--- config.mk ---
export PLATFORM = sky130hd
export DESIGN_NAME = flag_update_unit
export DESIGN_NICKNAME = d
export VERILOG_FILES = /design/src/rtl/flag_update_unit.sv
export SDC_FILE = /design/constraint.sdc
export NUM_CORES = 1
export LEC_CHECK = 0
export CAP_MARGIN = 20
export CORE_AREA = 2 2 51 53
export CTS_BUF_LIST = sky130_fd_sc_hd__clkbuf_8
export DETAILED_ROUTE_END_ITERATION = 12
export DIE_AREA = 0 0 53 55
export PLACE_DENSITY = 0.73
export SETUP_SLACK_MARGIN = 0.1
export SYNTH_ARGS = -nofsm -noshare
export SYNTH_HDL_FRONTEND = slang
export SYNTH_SLANG_ARGS = --single-unit
--- constraint.sdc ---
create_clock -name clk -period 1.6 [get_ports clk]
set_clock_uncertainty 0.15 [all_clocks]
set_input_delay 0.24 -clock clk [delete_from_list [all_inputs] [get_ports clk]]
set_output_delay 0.24 -clock clk [all_outputs]
set_load 0.005 [all_outputs]
--- src/rtl/flag_update_unit.sv ---
// Condition-flag producer: queues masks of in-flight flag-writing ALU ops, retires them in order into N/Z/C.
// Latency: flags update 1 cycle after result_valid; flags_pending/issue_ready follow registered count; stall is combinational.
// Backpressure: issue_ready low when PEND_DEPTH ops are outstanding; issues while full are dropped, not queued.
module flag_update_unit #(
    parameter int DATA_WIDTH = 32,
    parameter int PEND_DEPTH = 2
) (
    input  logic                  clk,
    input  logic                  rst,
    input  logic                  issue_valid,
    input  logic [2:0]            issue_mask,
    output logic                  issue_ready,
    input  logic                  result_valid,
    input  logic [DATA_WIDTH-1:0] result_value,
    input  logic                  result_carry,
    input  logic                  branch_conditional,
    output logic                  negative,
    output logic                  zero,
    output logic                  carry,
    output logic                  flags_pending,
    output logic                  stall,
    output logic                  protocol_error
);

    localparam int PW = $clog2(PEND_DEPTH);
    localparam int CW = PW + 1;

    logic [2:0]    mask_mem [PEND_DEPTH];
    logic [PW-1:0] wr_ptr;
    logic [PW-1:0] rd_ptr;
    logic [CW-1:0] count;
    logic          push;
    logic          pop;
    logic [2:0]    pop_mask;

    assign issue_ready   = (count < CW'(PEND_DEPTH));
    assign flags_pending = (count != '0);
    assign stall         = branch_conditional & flags_pending;

    // Pop qualification uses the registered count, so a same-cycle issue is never consumed.
    assign push     = issue_valid & issue_ready;
    assign pop      = result_valid & flags_pending;
    assign pop_mask = mask_mem[rd_ptr];

    always_ff @(posedge clk) begin
        if (rst) begin
            for (int i = 0; i < PEND_DEPTH; i++) begin
                mask_mem[i] <= '0;
            end
            wr_ptr         <= '0;
            rd_ptr         <= '0;
            count          <= '0;
            negative       <= 1'b0;
            zero           <= 1'b0;
            carry          <= 1'b0;
            protocol_error <= 1'b0;
        end else begin
            if (push) begin
                mask_mem[wr_ptr] <= issue_mask;
                wr_ptr           <= wr_ptr + PW'(1);
            end

            if (pop) begin
                rd_ptr <= rd_ptr + PW'(1);
                if (pop_mask[2]) negative <= result_value[DATA_WIDTH-1];
                if (pop_mask[1]) zero     <= (result_value == '0);
                if (pop_mask[0]) carry    <= result_carry;
            end

            if (result_valid && !flags_pending) begin
                protocol_error <= 1'b1;
            end

            case ({push, pop})
                2'b10:   count <= count + CW'(1);
                2'b01:   count <= count - CW'(1);
                default: count <= count;
            endcase
        end
    end

endmodule
==> impl_metrics.toml <==
[global_routing]
track_usage = 0.140
antenna_found_initial = 0
grt_max_degree = 10
grt_pass1_wl_um = 2940
first_global_vias = 703
grt-ovfl-total = 0

[drt]
drt_iter0_markers = 6
drc = 0
viasPerCell = 4.65
detail-route-antenna-nets = 0
vias = 753
dr.pass1.iters = 4
routed_wl_um = 2060
wl_per_cell_um = 12.7

[worst_setup_path]
r2r_slack_ns = 0.08
path_cells = "o21ai_4, inv_2, ha_4, or3_1, a21oi_1"
worstPathRequired_ns = 1.62
cp-start-kind = "flop"
crit_end = "count[1]"
r2r-start = "count[0]"
worstReg2RegEnd = "count[1]"
slowest_delay_ns = 0.37
crit_path_start = "count[0]"
worstRegToRegCells = 5
endpoint_kind = "flop"
cp_max_fo = 3
cp.arrival_ns = 1.55
cp_slowest_cell = "or3_1"
crit_type = "flop to flop"

[placed_design]
dp_slack_ns = -0.233
dp_hpwl_um = 1690
numPortBuffers = 47
place_congestion = 0.676

[clocking]
hold_buffers = 0
htreeDepth = 1
cts_tree = "done"
clk_path_buf_depth = 2
clk_pin_slew_worst_paths_ns = 0.06
cts-root-buf = "clkbuf_8"
clock_latency_ns = 0.25
clock-sinks = 15
cts_buffers = 3

[power]
vdd_ir_drop_max_uv = 812
p_leak_nw = 0.600
p_per_area_nw_per_um2 = 1130

[synthesis]
synth_top_area_share = 0.251
synthFlopType = "dfxtp_1"
synth_top_cell_by_area = "dfxtp_1"
yosysSeqAreaShare = 0.503
synth_area_leaders = "dfxtp_1 25%, edfxtp_1 25%, and2_1 6.1%, nor4_1 6.1%, nor2_1 3.7%"
yosysWarningCount = 0
synthArstFlopShare = 0
postSynthCellCount = 71
synth_area_sq_um = 717
ys_types = 28
ys_ff_latch = 15
synth_edf_count = 6
syn_avg_cell_area_sq_um = 10.1
syn_nets = 113

[timing]
hold_violations = 0
period_share = 0.953
setup_viol = 0
fmax_mhz = 656
finalWorstSetupSlack_ns = 0.0755
max_slew_margin = 0.774
worst_pin_slew_ns = 0.336
slew_violations = 0
rsz0062_at_grt = "true"
hold_slack_ns = 0.310
min_period_ns = 1.52

[final_layout]
drive_gt1_frac = 0.227
n_antenna_cell = 0
final_cell_mix = "39 x clkdlybuf4s50_1, 11 x buf_4, 7 x and2_1, 7 x nor4_1"
nNetsFinal = 175
final_common_cell = "clkdlybuf4s50_1"
area_delta_synth_final_pct = 96.3

[outcome]
run_status = "complete, no violations"

[floorplanning]
initial_core_util = 0.303
dieArea_sq_um = 2920
io-pin-count = 48
core_sq_um = 2360
die_h_um = 55
die_w_um = 53
rows = 18

[min_path]
hold_path_class = "input port to flop"
hold_depth = 3

[run]
cap_violations = 0
[worst min path at each step]
stage,startpoint,to,slack (ns)
2_1_floorplan,result_valid,protocol_error,0.23
3_3_place_gp,protocol_error,protocol_error,0.30
5_1_grt,result_valid,protocol_error,0.33
3_5_place_dp,protocol_error,protocol_error,0.35
6_report,result_valid,protocol_error,0.31
4_1_cts,result_valid,protocol_error,0.27
[layout make-up]
type	instances	area (sq um)
inverters	3	11.3
multi-input cells	52	389
repair buffers	58	554
clock buffers	3	41.3
well taps	30	37.5
fillers	211	957
clock inverters	1	5.00
flip-flops and latches	15	369
[worst max-delay path: cells and delay by family, from the launching register on]
kind,cells,cell delay (ns)
AO/OA/AOI/OAI,2,0.29
AND/OR/NAND/NOR,1,0.37
adder cells (fa/ha/maj),1,0.21
flip-flops,1,0.36
buffers and inverters,1,0.07
[per-stage QoR]
step	setup TNS, ns	util	area [sq um]	power (mW)	std cells
2_1_floorplan	0	-	742	0.867	71
3_3_place_gp	-1.23	0.556	1310	1.18	156
3_5_place_dp	-1.73	0.556	1310	1.21	156
4_1_cts	0	0.576	1360	1.51	160
5_1_grt	0	0.595	1410	1.69	162
6_report	0	0.595	1410	1.58	162
[layer usage]
metal  vias up  GRT usage  part of all wire
met3         2     0.0242             0.051
met4         0     0.0556            0.0078
met5         -          0                 0
li1        381          -                 -
met2        19      0.279              0.56
met1       351      0.144              0.38
[registers in the layout, summed over array words and instances, names as in the netlist, named ones only]
register and flops:
mask_mem 6, count 2, carry 1, negative 1, protocol_error 1, rd_ptr 1, wr_ptr 1, zero 1
[cell usage after synthesis (2+ instances only)]
| cell type | instances |
|---|---|
| nor4_1 | 7 |
| o21ai_0 | 2 |
| and2_1 | 7 |
| mux2_2 | 2 |
| nor3_1 | 2 |
| inv_1 | 2 |
| a21bo_2 | 2 |
| xnor2_1 | 2 |
| edfxtp_1 | 6 |
| a21oi_1 | 4 |
| nand3_1 | 3 |
| xor2_1 | 2 |
| dfxtp_1 | 9 |
| nor2_1 | 7 |
[report_power, final]
group / switching [mW] / internal [mW] / total [mW]
Sequential: 0.0871 / 0.509 / 0.596
Combinational: 0.261 / 0.422 / 0.684
Clock: 0.133 / 0.172 / 0.305
[timing repair]
| action | in CTS | in global routing |
|---|---|---|
| resized for setup | 7 | 12 |
| pin swaps | 0 | 4 |
| endpoints found under the setup margin | 4 | 10 |
| setup buffers | 0 | 2 |
[kinds of logic (layout without fill, tap and decap cells)]
group / count (synthesis) / after routing / synth area share
mux: 3 / 3 / 0.0454
compound gates: 11 / 11 / 0.0977
fa+ha+maj: 1 / 1 / 0.0174
buf+inv: 4 / 65 / 0.0209
xor+xnor: 4 / 4 / 0.0489
simple gates: 33 / 33 / 0.267
flops: 15 / 15 / 0.503
No activity file was read; power rests on OpenSTA's default activity.
